**config.mk**
```make
export PLATFORM = sky130hd
export DESIGN_NAME = rob_completion_arbiter_flat
export DESIGN_NICKNAME = d
export VERILOG_FILES = /design/src/rtl/rob_completion_arbiter_pkg.sv /design/src/rtl/rob_completion_arbiter_if.sv /design/src/rtl/rob_completion_arbiter_rr.sv /design/src/rtl/rob_completion_arbiter.sv /design/src/flat_wrapper.sv
export SDC_FILE = /design/constraint.sdc
export NUM_CORES = 1
export LEC_CHECK = 0
export ABC_AREA = 1
export BUFFER_PORTS_ARGS = -buffer_cell sky130_fd_sc_hd__buf_2
export CORE_AREA = 4 4 115 172
export DETAILED_ROUTE_END_ITERATION = 8
export DIE_AREA = 0 0 119 176
export PLACE_DENSITY_LB_ADDON = 0.15
export SLEW_MARGIN = 25
export SYNTH_ARGS = -nofsm -noshare
export SYNTH_HDL_FRONTEND = slang
export SYNTH_SLANG_ARGS = --single-unit
```
**constraint.sdc**
```tcl
create_clock -name CLK -period 11.52 [get_ports CLK]
set_input_delay 1.152 -clock CLK [delete_from_list [all_inputs] [get_ports CLK]]
set_output_delay 1.152 -clock CLK [all_outputs]
set_load 0.05 [all_outputs]
```
**src/rtl/rob_completion_arbiter_pkg.sv**
```systemverilog
// rob_completion_arbiter_pkg: unit indices, default widths and a popcount helper for the completion arbiter
package rob_completion_arbiter_pkg;
  typedef enum int {ARB_ALU = 0, ARB_MEM = 1, ARB_BR = 2} arbUnitE;
  localparam int MAX_REQ = 8;
  localparam int DEF_NUM_REQ = 3;
  localparam int DEF_ROB_ADDRWIDTH = 6;
  localparam int DEF_PC_WIDTH = 32;
  localparam int DEF_CNT_WIDTH = 4;
  function automatic int countOnes(input logic [MAX_REQ-1:0] v);
    countOnes = 0;
    for (int i = 0; i < MAX_REQ; i++) countOnes += int'(v[i]);
  endfunction
endpackage

```
**src/rtl/rob_completion_arbiter_if.sv**
```systemverilog
// rob_completion_arbiter_if: unit request bundle and commit-stage probe port of the completion arbiter
interface rob_completion_arbiter_if #(
  parameter int NUM_REQ = 3,
  parameter int ROB_ADDRWIDTH = 6,
  parameter int PC_WIDTH = 32,
  parameter int CNT_WIDTH = 4
);
  logic FREEZE;
  logic tFLUSH_IN;
  logic [NUM_REQ-1:0] tREQ_valid_IN;
  logic [NUM_REQ*ROB_ADDRWIDTH-1:0] tREQ_robIdx_IN;
  logic [NUM_REQ-1:0] tREQ_exp_IN;
  logic [NUM_REQ-1:0] tREQ_taken_IN;
  logic [NUM_REQ*PC_WIDTH-1:0] tREQ_targetPC_IN;
  logic [NUM_REQ-1:0] fREQ_ready_OUT;
  logic [ROB_ADDRWIDTH-1:0] fROB_probeIdx_OUT;
  logic fROB_probeSetFinBit_OUT;
  logic fROB_probeSetExpBit_OUT;
  logic fROB_probeTaken_OUT;
  logic [PC_WIDTH-1:0] fROB_probeTargetPC_OUT;
  logic [CNT_WIDTH-1:0] fARB_pending_OUT;
  modport master (
    output FREEZE, tFLUSH_IN, tREQ_valid_IN, tREQ_robIdx_IN, tREQ_exp_IN, tREQ_taken_IN, tREQ_targetPC_IN,
    input fREQ_ready_OUT, fROB_probeIdx_OUT, fROB_probeSetFinBit_OUT, fROB_probeSetExpBit_OUT,
    input fROB_probeTaken_OUT, fROB_probeTargetPC_OUT, fARB_pending_OUT
  );
  modport slave (
    input FREEZE, tFLUSH_IN, tREQ_valid_IN, tREQ_robIdx_IN, tREQ_exp_IN, tREQ_taken_IN, tREQ_targetPC_IN,
    output fREQ_ready_OUT, fROB_probeIdx_OUT, fROB_probeSetFinBit_OUT, fROB_probeSetExpBit_OUT,
    output fROB_probeTaken_OUT, fROB_probeTargetPC_OUT, fARB_pending_OUT
  );
endinterface

```
**src/rtl/rob_completion_arbiter_rr.sv**
```systemverilog
// rr_arbiter: combinational round-robin picker, first requester at or after ptr wins
module rr_arbiter #(
  parameter int N = 3,
  parameter int PW = 2
) (
  input  logic [N-1:0]  req,
  input  logic [PW-1:0] ptr,
  output logic [N-1:0]  grant,
  output logic          anyGrant
);
  // scan from farthest to nearest so the closest requester to ptr overwrites the rest
  always_comb begin
    grant = '0;
    for (int k = N - 1; k >= 0; k--)
      if (req[(int'(ptr) + k) % N]) grant = N'(1) << ((int'(ptr) + k) % N);
  end
  assign anyGrant = |req;
endmodule

```
**src/rtl/rob_completion_arbiter.sv**
```systemverilog
// rob_completion_arbiter: buffers one completion per unit and grants the ROB probe port round-robin
module rob_completion_arbiter
  import rob_completion_arbiter_pkg::*;
#(
  parameter int NUM_REQ = DEF_NUM_REQ,
  parameter int ROB_ADDRWIDTH = DEF_ROB_ADDRWIDTH,
  parameter int PC_WIDTH = DEF_PC_WIDTH,
  parameter int CNT_WIDTH = DEF_CNT_WIDTH
) (
  input logic CLK,
  input logic RESET,
  rob_completion_arbiter_if.slave bus
);
  localparam int PW = NUM_REQ > 1 ? $clog2(NUM_REQ) : 1;
  logic [NUM_REQ-1:0] slotValid, nextValid, grant, accept, slotExp, slotTaken;
  logic [ROB_ADDRWIDTH-1:0] slotIdx [NUM_REQ];
  logic [PC_WIDTH-1:0] slotPc [NUM_REQ];
  logic [PW-1:0] rrPtr, gIdx;
  logic anyGrant, stall;
  rr_arbiter #(.N(NUM_REQ), .PW(PW)) uArb (
    .req(slotValid),
    .ptr(rrPtr),
    .grant(grant),
    .anyGrant(anyGrant)
  );
  assign stall = bus.FREEZE | bus.tFLUSH_IN;
  assign bus.fREQ_ready_OUT = {NUM_REQ{~stall}} & (~slotValid | grant);
  assign accept = bus.tREQ_valid_IN & bus.fREQ_ready_OUT;
  assign nextValid = bus.tFLUSH_IN ? '0 : bus.FREEZE ? slotValid : accept | (slotValid & ~grant);
  always_comb begin
    gIdx = '0;
    for (int i = 0; i < NUM_REQ; i++) if (grant[i]) gIdx = PW'(i);
  end
  always_ff @(posedge CLK or posedge RESET) begin
    if (RESET) begin
      slotValid <= '0;
      slotExp <= '0;
      slotTaken <= '0;
      rrPtr <= '0;
      bus.fARB_pending_OUT <= '0;
      bus.fROB_probeIdx_OUT <= '0;
      bus.fROB_probeSetFinBit_OUT <= 1'b0;
      bus.fROB_probeSetExpBit_OUT <= 1'b0;
      bus.fROB_probeTaken_OUT <= 1'b0;
      bus.fROB_probeTargetPC_OUT <= '0;
      for (int i = 0; i < NUM_REQ; i++) begin
        slotIdx[i] <= '0;
        slotPc[i] <= '0;
      end
    end else begin
      slotValid <= nextValid;
      bus.fARB_pending_OUT <= CNT_WIDTH'(countOnes(MAX_REQ'(nextValid)));
      for (int i = 0; i < NUM_REQ; i++)
        if (accept[i]) begin
          slotIdx[i] <= bus.tREQ_robIdx_IN[i*ROB_ADDRWIDTH +: ROB_ADDRWIDTH];
          slotExp[i] <= bus.tREQ_exp_IN[i];
          slotTaken[i] <= bus.tREQ_taken_IN[i];
          slotPc[i] <= bus.tREQ_targetPC_IN[i*PC_WIDTH +: PC_WIDTH];
        end
      if (bus.tFLUSH_IN) begin
        rrPtr <= '0;
        bus.fROB_probeSetFinBit_OUT <= 1'b0;
      end else if (!bus.FREEZE) begin
        // a frozen cycle keeps the strobe so the pending write lands on the first live edge
        bus.fROB_probeSetFinBit_OUT <= anyGrant;
        if (anyGrant) begin
          rrPtr <= (gIdx == PW'(NUM_REQ - 1)) ? '0 : gIdx + PW'(1);
          bus.fROB_probeIdx_OUT <= slotIdx[gIdx];
          bus.fROB_probeSetExpBit_OUT <= slotExp[gIdx];
          bus.fROB_probeTaken_OUT <= slotTaken[gIdx];
          bus.fROB_probeTargetPC_OUT <= slotTaken[gIdx] ? slotPc[gIdx] : '0;
        end
      end
    end
  end
endmodule
```
**src/flat_wrapper.sv**
```systemverilog
// flat-port wrapper written by rule: the top's interface ports become plain ports
module rob_completion_arbiter_flat import rob_completion_arbiter_pkg::*;
#(
  parameter int NUM_REQ = DEF_NUM_REQ,
  parameter int ROB_ADDRWIDTH = DEF_ROB_ADDRWIDTH,
  parameter int PC_WIDTH = DEF_PC_WIDTH,
  parameter int CNT_WIDTH = DEF_CNT_WIDTH
)
  (CLK, RESET, bus_FREEZE, bus_tFLUSH_IN, bus_tREQ_valid_IN, bus_tREQ_robIdx_IN, bus_tREQ_exp_IN, bus_tREQ_taken_IN, bus_tREQ_targetPC_IN, bus_fREQ_ready_OUT, bus_fROB_probeIdx_OUT, bus_fROB_probeSetFinBit_OUT, bus_fROB_probeSetExpBit_OUT, bus_fROB_probeTaken_OUT, bus_fROB_probeTargetPC_OUT, bus_fARB_pending_OUT);
  rob_completion_arbiter_if #(.NUM_REQ(NUM_REQ), .ROB_ADDRWIDTH(ROB_ADDRWIDTH), .PC_WIDTH(PC_WIDTH), .CNT_WIDTH(CNT_WIDTH)) bus_i ();
  input logic CLK;
  input logic RESET;
  input wire logic [$bits(bus_i.FREEZE)-1:0] bus_FREEZE;
  input wire logic [$bits(bus_i.tFLUSH_IN)-1:0] bus_tFLUSH_IN;
  input wire logic [$bits(bus_i.tREQ_valid_IN)-1:0] bus_tREQ_valid_IN;
  input wire logic [$bits(bus_i.tREQ_robIdx_IN)-1:0] bus_tREQ_robIdx_IN;
  input wire logic [$bits(bus_i.tREQ_exp_IN)-1:0] bus_tREQ_exp_IN;
  input wire logic [$bits(bus_i.tREQ_taken_IN)-1:0] bus_tREQ_taken_IN;
  input wire logic [$bits(bus_i.tREQ_targetPC_IN)-1:0] bus_tREQ_targetPC_IN;
  output wire logic [$bits(bus_i.fREQ_ready_OUT)-1:0] bus_fREQ_ready_OUT;
  output wire logic [$bits(bus_i.fROB_probeIdx_OUT)-1:0] bus_fROB_probeIdx_OUT;
  output wire logic [$bits(bus_i.fROB_probeSetFinBit_OUT)-1:0] bus_fROB_probeSetFinBit_OUT;
  output wire logic [$bits(bus_i.fROB_probeSetExpBit_OUT)-1:0] bus_fROB_probeSetExpBit_OUT;
  output wire logic [$bits(bus_i.fROB_probeTaken_OUT)-1:0] bus_fROB_probeTaken_OUT;
  output wire logic [$bits(bus_i.fROB_probeTargetPC_OUT)-1:0] bus_fROB_probeTargetPC_OUT;
  output wire logic [$bits(bus_i.fARB_pending_OUT)-1:0] bus_fARB_pending_OUT;
  assign bus_i.FREEZE = bus_FREEZE;
  assign bus_i.tFLUSH_IN = bus_tFLUSH_IN;
  assign bus_i.tREQ_valid_IN = bus_tREQ_valid_IN;
  assign bus_i.tREQ_robIdx_IN = bus_tREQ_robIdx_IN;
  assign bus_i.tREQ_exp_IN = bus_tREQ_exp_IN;
  assign bus_i.tREQ_taken_IN = bus_tREQ_taken_IN;
  assign bus_i.tREQ_targetPC_IN = bus_tREQ_targetPC_IN;
  assign bus_fREQ_ready_OUT = bus_i.fREQ_ready_OUT;
  assign bus_fROB_probeIdx_OUT = bus_i.fROB_probeIdx_OUT;
  assign bus_fROB_probeSetFinBit_OUT = bus_i.fROB_probeSetFinBit_OUT;
  assign bus_fROB_probeSetExpBit_OUT = bus_i.fROB_probeSetExpBit_OUT;
  assign bus_fROB_probeTaken_OUT = bus_i.fROB_probeTaken_OUT;
  assign bus_fROB_probeTargetPC_OUT = bus_i.fROB_probeTargetPC_OUT;
  assign bus_fARB_pending_OUT = bus_i.fARB_pending_OUT;
  rob_completion_arbiter #(.NUM_REQ(NUM_REQ), .ROB_ADDRWIDTH(ROB_ADDRWIDTH), .PC_WIDTH(PC_WIDTH), .CNT_WIDTH(CNT_WIDTH)) u_core (.CLK(CLK), .RESET(RESET), .bus(bus_i));
endmodule
```
Word level (Yosys, flattened, before mapping)

Cells that the tools add are included.

Add/subtract/negate cells: 5
$mul: 0
Div/mod/pow operators: 3
Order comparisons: 5
Equality and inequality tests: 2
Shifts and indexed selects: 3
Muxes and demuxes: 33
Bitwise operators: 12
Reductions and logical operators: 4

Operators by type and width:

| cell                    | number |
|---|---|
| $lt A32 B4 Y1 const B   | 3 |
| $mux W32                | 3 |
| $shl A1 B32 Y3 const A  | 3 |
| $bmux W32 S2            | 1 |
| $mod A32 B3 Y32 const B | 2 |
| $mod A3 B3 Y32 const B  | 1 |
| $mux W3                 | 5 |
| $bmux W6 S2             | 1 |
| $mux W6                 | 2 |
| $mux W1                 | 11 |
| $bmux W1 S2             | 5 |
| $mux W2                 | 5 |
| $and A3 B3 Y3           | 3 |
| $not A3 Y3              | 2 |
| $or A3 B3 Y3            | 2 |
| $add A4 B2 Y4           | 1 |
| $add A2 B1 Y3 const B   | 1 |
| $add A2 B2 Y3 const B   | 1 |
| $ge A3 B3 Y1 const B    | 1 |
| $lt A2 B3 Y1 const B    | 1 |
| $not A1 Y1              | 3 |
| $not A2 Y3              | 1 |
| $reduce_and A3 Y1       | 1 |
| $reduce_or A3 Y1        | 1 |
| other kinds (7)         | 7 |

Flip-flop bits (word level): 170
Latch bits: 0
Bits in writable memories: 0
Bits in read-only memories: 0
Output and inout port bits: 48
Word-level logic and storage cells: 87
Memories kept: 0

Longest topological paths before layout

Depth in word-level cells: 16
Depth in mapped cells: 17

Modules after synthesis

From an unflattened synthesis, not the netlist that was laid out.

Cells, all modules: 948
Area total of the unflattened synthesis: 7783.7 um2

By module, submodules not included:

| module                 | times used | cells an instance | area each (um2) | sequential area each (um2) |
|---|---|---|---|---|
| rob_completion_arbiter | 1          | 901               | 7527.2          | 4204.0 |
| rr_arbiter             | 1          | 47                | 256.5           | 0.0 |

Least setup slack after synthesis

OpenSTA, ideal clock, no wires.

Path type: input to output
Start: input port bus_tFLUSH_IN
End: output port bus_fREQ_ready_OUT[2]
Arrival: 2315 ps
Data required time: 10368 ps
Path slack: 8053 ps
Cell stages on the path: 5
Path buffers: 2
Path through: nor2_1 -> clkbuf_1 -> nand2_1 -> inv_2 -> clkbuf_1

Word-level cells in the longest chain between the ends: 3

Ends and longest elaborated chain:

| element         | line                         | source |
|---|---|---|
| start, declared | flat_wrapper.sv:14           | `input wire logic [$bits(bus_i.tFLUSH_IN)-1:0] bus_tFLUSH_IN;` |
| $or A1 B1 Y1    | rob_completion_arbiter.sv:26 | `assign stall = bus.FREEZE \| bus.tFLUSH_IN;` |
| $not A1 Y1      | rob_completion_arbiter.sv:27 | `assign bus.fREQ_ready_OUT = {NUM_REQ{~stall}} & (~slotValid \| grant);` |
| $and A3 B3 Y3   | rob_completion_arbiter.sv:27 |  |
| end, declared   | flat_wrapper.sv:20           | `output wire logic [$bits(bus_i.fREQ_ready_OUT)-1:0] bus_fREQ_ready_OUT;` |

No other way between the ends.

Worst setup path in the final report

Start: register u_core.rrPtr[0]
End: output port bus_fREQ_ready_OUT[1]

Word-level cells in the longest chain between the ends: 10
Elaborated cells between the ends (all ways): 22
Classes of those cells: add/sub (2); div (3); shift (3); mux (12); bitwise (2)

Ends and longest elaborated chain:

| element                                     | line                            | source |
|---|---|---|
| start, declared                             | rob_completion_arbiter.sv:18    | `logic [PW-1:0] rrPtr, gIdx;` |
| start signal, assigned                      | rob_completion_arbiter.sv:67    | `rrPtr <= (gIdx == PW'(NUM_REQ - 1)) ? '0 : gIdx + PW'(1);` |
| $add A2 B2 Y3                               | rob_completion_arbiter_rr.sv:15 | `if (req[(int'(ptr) + k) % N]) grant = N'(1) << ((int'(ptr) + k) % N);` |
| $mod A32 B3 Y32                             | rob_completion_arbiter_rr.sv:15 |  |
| $bmux W1 S2                                 | rob_completion_arbiter_rr.sv:15 |  |
| $mux W1 (not written as such) (2 in series) | rob_completion_arbiter_rr.sv:15 |  |
| $mux W3 (2 in series)                       | rob_completion_arbiter_rr.sv:15 |  |
| $mux W3 (*)                                 | rob_completion_arbiter_rr.sv:15 |  |
| $or A3 B3 Y3 (*)                            | rob_completion_arbiter.sv:27    |  |
| $and A3 B3 Y3 (*)                           | rob_completion_arbiter.sv:27    |  |

Every way passes the cells marked *; elsewhere a longest branch is shown, timed or not. The select of a mux whose other input is x is not followed.

==> results.cfg <==
[status]
status = complete, no violations

[setup_path]
cp.arrival_ns = 4.02
crit_fanout = 42
start_kind = flip-flop
worstPathRequired_ns = 10.37
path_class = flip-flop to output pin
end_kind = output pin

[yosys]
ys_seq_area_frac = 0.5311
synth_mux_area_frac = 0
synthXorXnorAreaFrac = 0
synth_area_um2 = 7963
synthSimpleGateAreaFrac = 0.3784
syn_nets = 1118
syn_avg_cell_area_um2 = 8.100
synth_top_family_by_area = simple AND/OR/NAND/NOR gates
synth_compound_area_frac = 0.01776
synth_cell_type_count = 33
synth_cells = 983
synthAdderAreaFrac = 0.01351
synth-seq-cells = 169
yosys_warnings = 0

[floorplan]
die_area_um2 = 20940
core-area_um2 = 18390
start_util = 0.4329
fp.dieW_um = 119
num_rows = 61
io_pins = 175
die_y_um = 176

[clock_tree]
path_clk_slew_ns = 0.07
hold_buffers = 0
cts_buffers = 17
htree_num_levels = 4
root_buffer = clkbuf_16
clock_sinks = 169
cts_tree = yes
cts_setup_buffers = 0
cts_buffer_depth = 2
insertion_delay_ns = 0.43
cts_resized = 0

[placed_design]
dp_hpwl_um = 15520
numPlacedInstances = 1338
dpl-instance-area_um2 = 8912
gp_congestion = 0.8336
portBuffers = 173

[cells_and_area]
postLayoutCoreUtil = 0.5177
final_cells = 1370
finalInstanceArea_um2 = 9523
drive_above_1_share = 0.2111
diodes = 0
area_growth_pct = 19.59
nets = 1240
nFillCells = 1833

[drt]
ant_nets = 0
via_per_inst = 5.271
drtIter0Drc = 584
route.detailed.drc = 0
vias = 7221
firstDrtPassIters = 6
wl_per_cell_um = 17.67
wl_um = 24210

[sta]
final_hold_viol_count = 0
rsz0062_at_grt = no
period_share = 0.4491
tightest_slew_ns = 1.053
fmax_ghz = 0.1933
skew_ns = 0.01151
setup_viol = 0
slew_headroom = 0.2974
final-max-slew-violation-count = 0
fin_crit_ns = 5.174
finalSetupTns_ns = 0

[grt]
antenna_found_initial = 0
grt.total_usage = 0.2371
grt-ovfl-total = 0
grt_pass1_wl_um = 39160
grt_max_degree = 91
grt_pass1_vias = 7350

[power]
ir_drop_mv = 0.1116
power_density_nw_per_um2 = 213.5
p_leak_nw = 5.178

[min_path]
hold_path.class = flip-flop to flip-flop

[run]
max_cap_viol_count = 0
## power by group
part | switching [W] | internal [W] | leakage, nW | total [W]
registers | 0.0000799 | 0.000732 | 2.16 | 0.000812
logic | 0.000468 | 0.000166 | 2.73 | 0.000634
clock network | 0.000238 | 0.000349 | 0.288 | 0.000586
## critical path: stages (launching register included)
cell     delay (ns)
dfrtp_1        0.37
inv_1          0.09
ha_1           0.38
inv_2          0.16
nand2_1        0.07
nand3_1        0.10
nand2_2        0.10
o21ai_4        0.81
nand2_2        0.87
a21oi_4        0.33
buf_2          0.30
## area by class of cell
| type | instances | area [µm²] | share of cell area |
|---|---|---|---|
| flip-flops and latches | 169 | 4229 | 0.4441 |
| multi-input cells | 706 | 3304 | 0.3470 |
| repair buffers | 181 | 945.9 | 0.09933 |
| clock buffers | 23 | 498.0 | 0.05229 |
| well taps | 252 | 315.3 | 0.03311 |
| inverters | 30 | 117.6 | 0.01235 |
| clock inverters | 9 | 112.6 | 0.01182 |
## per-layer routing
metal	up-vias	routed length [µm]	global-route usage
met5	-	0	0
met4	0	522	0.07637
met3	41	1167	0.04712
met2	211	12230	0.4036
met1	3481	10290	0.3039
li1	3488	-	-
## stage by stage
stage,setup slack (ns),total power [W],hold WS [ns]
global route,6.066,0.002152,0.4827
finish,6.346,0.002033,0.4712
detailed placement,6.828,0.001459,0.4584
CTS,6.383,0.002051,0.4743
global placement,6.931,0.001450,0.4540
floorplan,5.793,0.001289,0.4422
## layout by cell type, fill, tap and decap left out, types with 2 or more instances in the layout
| cell type | count |
|---|---|
| nand2_2 | 6 |
| clkbuf_8 | 5 |
| o21ai_1 | 4 |
| clkbuf_16 | 17 |
| o21bai_1 | 5 |
| bufinv_16 | 2 |
| nand2_1 | 385 |
| buf_2 | 173 |
| dfrtp_1 | 169 |
| nand4_1 | 76 |
| ha_1 | 7 |
| nand3_2 | 2 |
| nor2_4 | 2 |
| inv_2 | 7 |
| clkinvlp_4 | 4 |
| buf_4 | 7 |
| nor2_1 | 8 |
| nand3_1 | 194 |
| inv_1 | 21 |
| inv_6 | 2 |
| a21oi_1 | 2 |
## sequential cells by signal, summed over array words and instances (netlist names)
signal / flops
u_core.slotExp: 3
u_core.bus.fROB_probeTargetPC_OUT: 32
u_core.slotTaken: 3
u_core.bus.fROB_probeIdx_OUT: 6
u_core.rrPtr: 2
u_core.slotPc: 96
u_core.slotIdx: 18
u_core.slotValid: 3
u_core.bus.fARB_pending_OUT: 3
u_core.bus.fROB_probeSetFinBit_OUT: 1
u_core.bus.fROB_probeSetExpBit_OUT: 1
u_core.bus.fROB_probeTaken_OUT: 1
## synth_stat cells (all sizes together)
master,n,area (µm²)
a21boi,1,7.510
a21o,1,7.510
a21oi,3,26.28
a22oi,1,7.510
and2,1,6.260
buf,35,193.9
clkbuf,43,161.4
clkinv,1,3.750
conb,1,3.750
dfrtp,169,4229
fa,1,20.02
ha,7,87.58
inv,29,108.9
nand2,391,1473
nand3,196,986.0
nand3b,1,7.510
nand4,76,475.5
nor2,11,43.80
nor3,2,15.01
o211ai,1,12.51
o21ai,5,36.29
o21bai,5,37.54
o22ai,1,6.260
or2,1,6.260
## worst paths after layout
path / startpoint / endpoint / slack, ns / cells past startpoint
min in group asynchronous: RESET / u_core.bus.fROB_probeTargetPC_OUT[22]$_DFFE_PP0P_ / 0.89 / 2
min: u_core.slotPc[2]$_DFFE_PP0P_ / u_core.slotPc[2]$_DFFE_PP0P_ / 0.47 / 2
max reg2reg: u_core.rrPtr[0]$_DFFE_PP0P_ / u_core.slotIdx[11]$_DFFE_PP0P_ / 6.74 / 13
max in group asynchronous: RESET / u_core.slotPc[44]$_DFFE_PP0P_ / 9.34 / 4
min reg2reg: u_core.slotPc[2]$_DFFE_PP0P_ / u_core.slotPc[2]$_DFFE_PP0P_ / 0.47 / 2
max: u_core.rrPtr[0]$_DFFE_PP0P_ / bus_fREQ_ready_OUT[1] / 6.35 / 10
## cell families after synthesis
kind of cell	Yosys count
and+or+nand+nor	679
DFF	169
buffers and inverters	108
AOI/OAI and AO/OA	18
adders and majority gates	8
other	1
(Power assumes the default switching activity.)
